File: src/rtl/bg_block_mem_ctrl_pkg.sv
// Shared types and constants for the BG block cache memory controller.
// Step codes, FSM states and the latched request record.
package gpu_bg_pkg;

  localparam int BLOCK_ADR_W = 15;
  localparam int BLOCK_W     = 256;
  localparam int MASK_W      = 16;

  localparam logic [1:0] BG_NONE  = 2'b00;
  localparam logic [1:0] BG_FIRST = 2'b01;
  localparam logic [1:0] BG_NEXT  = 2'b10;
  localparam logic [1:0] BG_FLUSH = 2'b11;

  typedef enum logic [2:0] {
    IDLE,
    SAVE_CMD,
    LOAD_CMD,
    LOAD_WAIT,
    IMPORT,
    DONE
  } bg_state_t;

  // Actions are resolved at latch time, so code/noblend live on as do_*.
  typedef struct packed {
    logic                   do_save;
    logic                   do_load;
    logic [BLOCK_ADR_W-1:0] load_adr;
    logic [BLOCK_ADR_W-1:0] save_adr;
    logic [BLOCK_W-1:0]     block;
    logic [MASK_W-1:0]      mask;
  } bg_req_t;

  function automatic bg_state_t first_state(input bg_req_t r);
    bg_state_t s;
    s = IDLE;
    if (r.do_save)
      s = SAVE_CMD;
    else if (r.do_load)
      s = LOAD_CMD;
    return s;
  endfunction

endpackage

File: src/rtl/bg_block_mem_ctrl_if.sv
// Single-beat VRAM command/read-data bus of the BG block controller.
// Master issues commands; slave is the VRAM/DDR arbiter.
interface bg_block_mem_ctrl_if
  import gpu_bg_pkg::*;
  ();

  logic                   cmd_valid;
  logic                   cmd_ready;
  logic                   write;
  logic [BLOCK_ADR_W-1:0] adr;
  logic [BLOCK_W-1:0]     wdata;
  logic [MASK_W-1:0]      wmask;
  logic                   rvalid;
  logic [BLOCK_W-1:0]     rdata;

  modport master (
    output cmd_valid,
    output write,
    output adr,
    output wdata,
    output wmask,
    input  cmd_ready,
    input  rvalid,
    input  rdata
  );

  modport slave (
    input  cmd_valid,
    input  write,
    input  adr,
    input  wdata,
    input  wmask,
    output cmd_ready,
    output rvalid,
    output rdata
  );

endinterface

File: src/rtl/bg_block_mem_ctrl_slot.sv
// Request front end: step-code edge detect, action derivation,
// one-deep pending slot and sticky overrun flag.
module bg_req_slot
  import gpu_bg_pkg::*;
#(
  parameter bit SKIP_EMPTY_SAVE = 1'b1
) (
  input  logic                   clk,
  input  logic                   rst_n,
  input  logic [1:0]             code,
  input  logic                   noblend,
  input  logic [BLOCK_ADR_W-1:0] load_adr,
  input  logic [BLOCK_ADR_W-1:0] save_adr,
  input  logic [BLOCK_W-1:0]     block,
  input  logic [MASK_W-1:0]      mask,
  input  logic                   direct,
  input  logic                   take,
  output logic                   evt,
  output bg_req_t                req,
  output logic                   pend_vld,
  output bg_req_t                pend,
  output logic                   err_overrun
);

  logic [1:0] prev;
  logic       empty;
  logic       store;

  // Gated by reset so busy reads 0 while reset is held.
  assign evt = rst_n & (code != BG_NONE) & (code != prev);
  assign empty = SKIP_EMPTY_SAVE & (mask == '0);
  assign store = evt & ~direct;

  always_comb begin
    req          = '0;
    req.load_adr = load_adr;
    req.save_adr = save_adr;
    req.block    = block;
    req.mask     = mask;
    unique case (code)
      BG_FIRST: begin
        req.do_save = 1'b0;
        req.do_load = ~noblend;
      end
      BG_NEXT: begin
        req.do_save = ~empty;
        req.do_load = ~noblend;
      end
      BG_FLUSH: begin
        req.do_save = ~empty;
        req.do_load = 1'b0;
      end
      default: begin
        req.do_save = 1'b0;
        req.do_load = 1'b0;
      end
    endcase
  end

  always_ff @(posedge clk or negedge rst_n) begin
    if (!rst_n) begin
      prev        <= BG_NONE;
      pend_vld    <= 1'b0;
      pend        <= '0;
      err_overrun <= 1'b0;
    end else begin
      prev <= code;
      if (store) begin
        if (pend_vld && !take) begin
          err_overrun <= 1'b1;
        end else begin
          pend     <= req;
          pend_vld <= 1'b1;
        end
      end else if (take) begin
        pend_vld <= 1'b0;
      end
    end
  end

endmodule

File: src/rtl/bg_block_mem_ctrl.sv
// BG block save/load controller: turns backend step codes into
// single-beat 256-bit VRAM writes/reads and returns loaded blocks.
module bg_block_mem_ctrl
  import gpu_bg_pkg::*;
#(
  parameter bit SKIP_EMPTY_SAVE = 1'b1
) (
  input  logic                   clk,
  input  logic                   i_nrst,
  input  logic [1:0]             i_saveBGBlock,
  input  logic                   i_noblend,
  input  logic [BLOCK_ADR_W-1:0] i_loadAdr,
  input  logic [BLOCK_ADR_W-1:0] i_saveAdr,
  input  logic [BLOCK_W-1:0]     i_exportedBGBlock,
  input  logic [MASK_W-1:0]      i_exportedMSKBGBlock,
  output logic                   o_importBGBlockSingleClock,
  output logic [BLOCK_W-1:0]     o_importedBGBlock,
  output logic                   o_busy,
  output logic                   o_errOverrun,
  bg_block_mem_ctrl_if.master    mem
);

  bg_state_t state;
  bg_req_t   act;
  bg_req_t   req;
  bg_req_t   pend;
  logic      evt;
  logic      pend_vld;
  logic      direct;
  logic      take;
  logic      save_on;
  logic      load_on;

  // DONE with an empty slot consumes a fresh event directly.
  assign direct = (state == IDLE) | ((state == DONE) & ~pend_vld);
  assign take   = (state == DONE) & pend_vld;

  bg_req_slot #(
    .SKIP_EMPTY_SAVE(SKIP_EMPTY_SAVE)
  ) u_slot (
    .clk        (clk),
    .rst_n      (i_nrst),
    .code       (i_saveBGBlock),
    .noblend    (i_noblend),
    .load_adr   (i_loadAdr),
    .save_adr   (i_saveAdr),
    .block      (i_exportedBGBlock),
    .mask       (i_exportedMSKBGBlock),
    .direct     (direct),
    .take       (take),
    .evt        (evt),
    .req        (req),
    .pend_vld   (pend_vld),
    .pend       (pend),
    .err_overrun(o_errOverrun)
  );

  always_ff @(posedge clk or negedge i_nrst) begin
    if (!i_nrst) begin
      state             <= IDLE;
      act               <= '0;
      o_importedBGBlock <= '0;
    end else begin
      unique case (state)
        IDLE: begin
          if (evt) begin
            act   <= req;
            state <= first_state(req);
          end
        end
        SAVE_CMD: begin
          if (mem.cmd_ready)
            state <= act.do_load ? LOAD_CMD : DONE;
        end
        LOAD_CMD: begin
          if (mem.cmd_ready)
            state <= LOAD_WAIT;
        end
        LOAD_WAIT: begin
          if (mem.rvalid) begin
            o_importedBGBlock <= mem.rdata;
            state             <= IMPORT;
          end
        end
        IMPORT: state <= DONE;
        DONE: begin
          if (take) begin
            act   <= pend;
            state <= first_state(pend);
          end else if (evt) begin
            act   <= req;
            state <= first_state(req);
          end else begin
            state <= IDLE;
          end
        end
        default: state <= IDLE;
      endcase
    end
  end

  assign save_on = (state == SAVE_CMD) & act.do_save;
  assign load_on = (state == LOAD_CMD);

  assign mem.cmd_valid = save_on | load_on;
  assign mem.write     = save_on;
  assign mem.adr       = save_on ? act.save_adr :
                         load_on ? act.load_adr : '0;
  assign mem.wdata     = save_on ? act.block : '0;
  assign mem.wmask     = save_on ? act.mask : '0;

  assign o_importBGBlockSingleClock = (state == IMPORT);
  assign o_busy = (state != IDLE) | pend_vld | evt;

endmodule

File: src/flat_wrapper.sv
// flat-port wrapper written by rule: the top's interface ports become plain ports
module bg_block_mem_ctrl_flat import gpu_bg_pkg::*;
#(
  parameter bit SKIP_EMPTY_SAVE = 1'b1
)
  (clk, i_nrst, i_saveBGBlock, i_noblend, i_loadAdr, i_saveAdr, i_exportedBGBlock, i_exportedMSKBGBlock, o_importBGBlockSingleClock, o_importedBGBlock, o_busy, o_errOverrun, mem_cmd_valid, mem_write, mem_adr, mem_wdata, mem_wmask, mem_cmd_ready, mem_rvalid, mem_rdata);
  bg_block_mem_ctrl_if mem_i ();
  input  logic clk;
  input  logic i_nrst;
  input  logic [1:0] i_saveBGBlock;
  input  logic i_noblend;
  input  logic [BLOCK_ADR_W-1:0] i_loadAdr;
  input  logic [BLOCK_ADR_W-1:0] i_saveAdr;
  input  logic [BLOCK_W-1:0] i_exportedBGBlock;
  input  logic [MASK_W-1:0] i_exportedMSKBGBlock;
  output logic o_importBGBlockSingleClock;
  output logic [BLOCK_W-1:0] o_importedBGBlock;
  output logic o_busy;
  output logic o_errOverrun;
  output wire logic [$bits(mem_i.cmd_valid)-1:0] mem_cmd_valid;
  output wire logic [$bits(mem_i.write)-1:0] mem_write;
  output wire logic [$bits(mem_i.adr)-1:0] mem_adr;
  output wire logic [$bits(mem_i.wdata)-1:0] mem_wdata;
  output wire logic [$bits(mem_i.wmask)-1:0] mem_wmask;
  input wire logic [$bits(mem_i.cmd_ready)-1:0] mem_cmd_ready;
  input wire logic [$bits(mem_i.rvalid)-1:0] mem_rvalid;
  input wire logic [$bits(mem_i.rdata)-1:0] mem_rdata;
  assign mem_cmd_valid = mem_i.cmd_valid;
  assign mem_write = mem_i.write;
  assign mem_adr = mem_i.adr;
  assign mem_wdata = mem_i.wdata;
  assign mem_wmask = mem_i.wmask;
  assign mem_i.cmd_ready = mem_cmd_ready;
  assign mem_i.rvalid = mem_rvalid;
  assign mem_i.rdata = mem_rdata;
  bg_block_mem_ctrl #(.SKIP_EMPTY_SAVE(SKIP_EMPTY_SAVE)) u_core (.clk(clk), .i_nrst(i_nrst), .i_saveBGBlock(i_saveBGBlock), .i_noblend(i_noblend), .i_loadAdr(i_loadAdr), .i_saveAdr(i_saveAdr), .i_exportedBGBlock(i_exportedBGBlock), .i_exportedMSKBGBlock(i_exportedMSKBGBlock), .o_importBGBlockSingleClock(o_importBGBlockSingleClock), .o_importedBGBlock(o_importedBGBlock), .o_busy(o_busy), .o_errOverrun(o_errOverrun), .mem(mem_i));
endmodule
File: config.mk
export PLATFORM = sky130hd
export DESIGN_NAME = bg_block_mem_ctrl_flat
export DESIGN_NICKNAME = d
export VERILOG_FILES = /design/src/rtl/bg_block_mem_ctrl_pkg.sv /design/src/rtl/bg_block_mem_ctrl_if.sv /design/src/rtl/bg_block_mem_ctrl_slot.sv /design/src/rtl/bg_block_mem_ctrl.sv /design/src/flat_wrapper.sv
export SDC_FILE = /design/constraint.sdc
export NUM_CORES = 1
export LEC_CHECK = 0
export BUFFER_PORTS_ARGS = -buffer_cell sky130_fd_sc_hd__clkbuf_2
export CELL_PAD_IN_SITES_DETAIL_PLACEMENT = 1
export CELL_PAD_IN_SITES_GLOBAL_PLACEMENT = 2
export CORE_AREA = 2 2 436 438
export CTS_BUF_LIST = sky130_fd_sc_hd__clkbuf_2
export DETAILED_ROUTE_END_ITERATION = 8
export DIE_AREA = 0 0 438 440
export HOLD_SLACK_MARGIN = 0.15
export PLACE_DENSITY = 0.56
export SETUP_SLACK_MARGIN = 0.4
export SYNTH_ARGS = -nofsm -noshare
export SYNTH_HDL_FRONTEND = slang
export SYNTH_HIERARCHICAL = 1
export SYNTH_SLANG_ARGS = --single-unit
File: constraint.sdc
create_clock -name clk -period 2.3 [get_ports clk]
set_input_delay 0.46 -clock clk [delete_from_list [all_inputs] [get_ports clk]]
set_output_delay 0.46 -clock clk [all_outputs]
set_load 0.005 [all_outputs]
==> results of run 1 <==
kinds of logic after synthesis:
logic type,count (synthesis)
compound gates,340
xor+xnor,1
buf+inv,507
flops,871
mux,563
simple gates,918
stage by stage:
stage                     area (µm²)  util, %  hold WS, ns
after floorplan                39400        -        0.164
after global placement         46400     24.6        0.469
after detailed placement       46400     24.6        0.477
==> impl_results.md, run 1 <==
- Area of the mapped netlist: 39200 µm²
- Xor/xnor share of the synthesized area: 0.0223%
- Number of flops mapped to enable cells by yosys: 0
- Most frequent cell after synthesis: dfrtp_1
- FP Rows: 160
- Multiplexer share of the synthesized area: 18.7%
- Final GP Congestion: 0.900
- Chip Width: 438 µm
- Adder-Cell Fraction of Synth Area: 0%
- Area fraction in and, or, nand and nor cells after synthesis: 10.8%
- HPWL after DPL: 141000 µm
- Starting Density: 20.8%
- # IOs: 1113
- Largest family of logic cells by synthesized area: multiplexers
- H-tree depth: 5
- Compound-Gate Fraction of Synth Area: 5.55%
- Error: [ERROR RSZ-0060] Max buffer count reached.
- Clk root buf: clkbuf_2
- Top cell type's share of synthesized area: 55.6%
- Post-synth ARST share: 100%
- Syn_area_per_cell: 12.2 µm²
- #FFs+latches synth: 871
- Status: aborted with a tool error
- Cells after DPL: 6496
- Max Buffers Root-to-Sink: 4
- Port buffer count: 1112
- Syn Inst Count: 3200
- Register area share after synthesis: 55.6%
- Clock sink count: 871
- DIE HEIGHT: 440 µm
- Post-CTS Resized: 154
- Syn Nets: 3765
- Synth cell count leaders: 871 x dfrtp_1, 613 x nor2_1, 308 x buf_4, 303 x o22ai_1, 300 x mux2_2
- Top_reg_cell synth: dfrtp_1
- Dpl ws: -0.201 ns
- Stopped at: clock tree synthesis
- CTS Buf Count: 290
- Largest cells by area after synthesis: dfrtp_1 56%, mux2_4 10%, mux2_2 8.6%
- Distinct cells, synth: 46
- Synth warn: 6
- Hold bufs inserted after CTS: 1394
- Post-CTS Setup Inserts: 19
- Area leader, netlist: dfrtp_1
==> run 2, diff against run 1 <==
--- a/config.mk
+++ b/config.mk
@@ -6,15 +6,9 @@
 export NUM_CORES = 1
 export LEC_CHECK = 0
 export BUFFER_PORTS_ARGS = -buffer_cell sky130_fd_sc_hd__clkbuf_2
-export CELL_PAD_IN_SITES_DETAIL_PLACEMENT = 1
-export CELL_PAD_IN_SITES_GLOBAL_PLACEMENT = 2
-export CORE_AREA = 2 2 436 438
-export CTS_BUF_LIST = sky130_fd_sc_hd__clkbuf_2
+export CORE_UTILIZATION = 20
 export DETAILED_ROUTE_END_ITERATION = 8
-export DIE_AREA = 0 0 438 440
-export HOLD_SLACK_MARGIN = 0.15
-export PLACE_DENSITY = 0.56
-export SETUP_SLACK_MARGIN = 0.4
+export PLACE_DENSITY_LB_ADDON = 0.15
 export SYNTH_ARGS = -nofsm -noshare
 export SYNTH_HDL_FRONTEND = slang
 export SYNTH_HIERARCHICAL = 1
==> run 2 against run 1 <==
The flow now finishes, with violations (negative setup slack). Synthesized cell count unchanged. Synthesized area stayed put.
==> impl_results.md, run 2 <==
- Status: complete, but fails checks
- Violated checks: negative setup slack
- Cells after DPL: 6590
- Most common cell after layout, fill and taps aside: clkbuf_2
- Multi-input logic area: 13800 µm²
- Fin area: 56300 µm²
- Worst EP required: 1.84 ns
- Arr. time, crit path: 2.45 ns
- Largest cells by area after synthesis: dfrtp_1 56%, mux2_4 10%, mux2_2 8.6%
- Clock sink count: 871
- Syn Nets: 3765
- Syn_area_per_cell: 12.2 µm²
- Power Density: 1190 nW/µm²
- Startpoint types: flop
- Clock-pin slew on the worst setup and hold paths: 0.06 ns
- Number of flops mapped to enable cells by yosys: 0
- Clk root buf: clkbuf_16
- Area of the mapped netlist: 39200 µm²
- Nature of the critical path endpoint: output pin
- Area delta synth->final: 43.6%
- Finished Layout Cells: 7376
- Top delay family on crit path: buffers and inverters
- Via count: 29587
- CP max-delay cell: dfrtp_1
- CP bufs+invs: 4
- Dpl cell area: 46500 µm²
- Syn Inst Count: 3200
- PnR worst setup slack: -0.610 ns
- WHS: 0.0831 ns
- Final GP Congestion: 0.839
- Antenna violations before repair: 37
- Vias per cell: 4.01
- Count of final setup violators: 333
- Reg2Reg Setup Slack: -0.04 ns
- Crit path capture: mem_wdata[92]
- Nets: 5213
- Tot GR Track Use: 16.6%
- Leak: 0.0265 µW
- Clock Skew: 0.0956 ns
- Slew headroom: 43.0%
- Crit. path cell count: 7
- Fmax: 344 MHz
- Worst-skew pair later-pin latency: 0.80 ns
- CP Max Fanout: 33
- Register area share after synthesis: 55.6%
- TritonCTS clock tree: done
- Final period utilization: 127%
- Worst Setup SP: u_core/state[1]
- Die area: 198000 µm²
- Synth cell count leaders: 871 x dfrtp_1, 613 x nor2_1, 308 x buf_4, 303 x o22ai_1, 300 x mux2_2
- Register area: 21800 µm²
- 1st-pass router iterations: 5
- Worst path most repeated cell: buf_12
- Worst VDD drop: 0.694 mV
- Top_reg_cell synth: dfrtp_1
- Slew of the pin with the lowest slew margin: 0.855 ns
- HPWL after DPL: 127000 µm
- Vias in the first global route: 31234
- Synth warn: 6
- Top flop regs: u_core/act x304, u_core/u_slot/pend x304, u_core/o_importedBGBlock x256
- #FFs+latches synth: 871
- FP Rows: 162
- 1st-iter DRT viols: 1670
- Filler instances: 20475
- Commonest non-fill, non-tap cells in the layout: 1050 x clkbuf_2, 870 x dfrtp_1, 612 x nor2_1
- CP Cell Sequence: nor2b_4 -> nor3b_4 -> buf_6 -> buf_12 -> buf_12 -> and2_1 -> clkbuf_2
- Fin crit period: 2.91 ns
- Gr ovfl total: 0
- Slowest Stage Delay on Critical Path: 0.40 ns
- Hold Vio Cnt, Final: 0
- Core area: 195000 µm²
- Detailed Route WL: 170000 µm
- Top cell type's share of synthesized area: 55.6%
- H-tree depth: 3
- Chip Width: 445 µm
- CTS Buf Count: 110
- Area leader, netlist: dfrtp_1
- Port buffer count: 1112
- # IOs: 1113
- Dpl ws: -0.223 ns
- Layout cell share with drive strength beyond 1: 42.9%
- Antenna Nets Post-Route: 0
- Pin count of the biggest net entering global routing: 122
- Reg-to-Reg Start: u_core/state[1]
- DIE HEIGHT: 445 µm
- Post-DR wirelength/cell: 23.0 µm
- Worst hold path type: input port to flop
- Maxcap violations: 0
- Most frequent cell after synthesis: dfrtp_1
- Drt drc: 0
- Post-synth ARST share: 100%
- Distinct cells, synth: 46
- Setup CP Type: flop to output pin
- Max Buffers Root-to-Sink: 3
- RR Endpoint: u_core/u_slot/pend[271]
- Reg2Reg Depth: 9
- First-pass GRT wire length: 236000 µm
- Slew Viols, Final: 0
- RSZ-0062 raised after global routing: true
- Setup TNS: -150.03 ns
- Starting Density: 20.1%
## run 2: cell counts after synthesis
Identical to the previous run, type by type.
## run 2: what timing repair did
item	4_1_cts	5_1_grt
hold endpoints to repair	987	0
setup buffers	5	0
hold buffers	563	0
endpoints found under the setup margin	359	792
gates resized for setup	69	67
gates cloned	2	0
pin swaps	2	8
## run 2: how the worst min path moves through the flow
stage                              start                        end  slack (ns)  cells past startpoint
4_1_cts                       mem_rvalid            u_core/state[1]      0.0006                      4
6_report                       i_noblend            u_core/act[302]        0.08                      4
3_3_place_gp   u_core/u_slot/err_overrun  u_core/u_slot/err_overrun        0.47                      2
2_1_floorplan                     i_nrst              u_core/act[0]        0.16                      0
5_1_grt                       mem_rvalid            u_core/state[1]        0.04                      4
3_5_place_dp   u_core/u_slot/err_overrun  u_core/u_slot/err_overrun        0.48                      2
## run 2: power by group
group	switching (µW)	leakage, µW	internal (µW)	total [µW]
sequential	4290	0.0106	22000	26300
combinational	11600	0.0142	11900	23500
clock	7460	0.00176	10000	17500
total	23400	0.0265	43900	67300
## run 2: cells by family (layout without fill, tap and decap cells)
family          Yosys count  in the layout  share of synthesized area (%)
compound gates          340            340                           5.55
xor+xnor                  1              1                         0.0224
buf+inv                 507           2038                           9.39
flops                   871            871                           55.6
mux                     563            563                           18.7
other cells               0             21                              0
simple gates            918            918                           10.8
## run 2: layout make-up
cell class                 instances  share of cell area [%]
timing repair buffer            1835                    24.3
sequential                       871                    38.7
tap                             2624                    5.83
inverter                           8                  0.0533
clock inverter                    28                   0.722
antenna                           21                  0.0934
multi-input combinational       1822                    24.6
clock buffer                     167                    5.71
## run 2: per-layer routing
layer  share of wire [%]  wire (µm)  GRT usage (%)  up-vias
met1                  43      73900           21.5    14978
met4                 3.8       6460           6.48       12
met5               0.047         79              0        -
li1                    -          -              -    13514
met3                 7.9      13400           5.97      245
met2                  45      76100           25.1      838
## run 2: per-stage QoR
stage / total power, µW / util (%)
floorplan: 37000 / -
global placement: 48200 / 23.9
detailed placement: 48400 / 23.9
CTS: 67900 / 28.8
global route: 71200 / 28.9
finish: 67300 / 28.9
## run 2: worst min-delay path: stages
cell and delay (ns):
clkbuf_2 0.08, nor2_1 0.06, mux2i_1 0.13, a21oi_1 0.08
No activity file was read; power rests on OpenSTA's default activity.
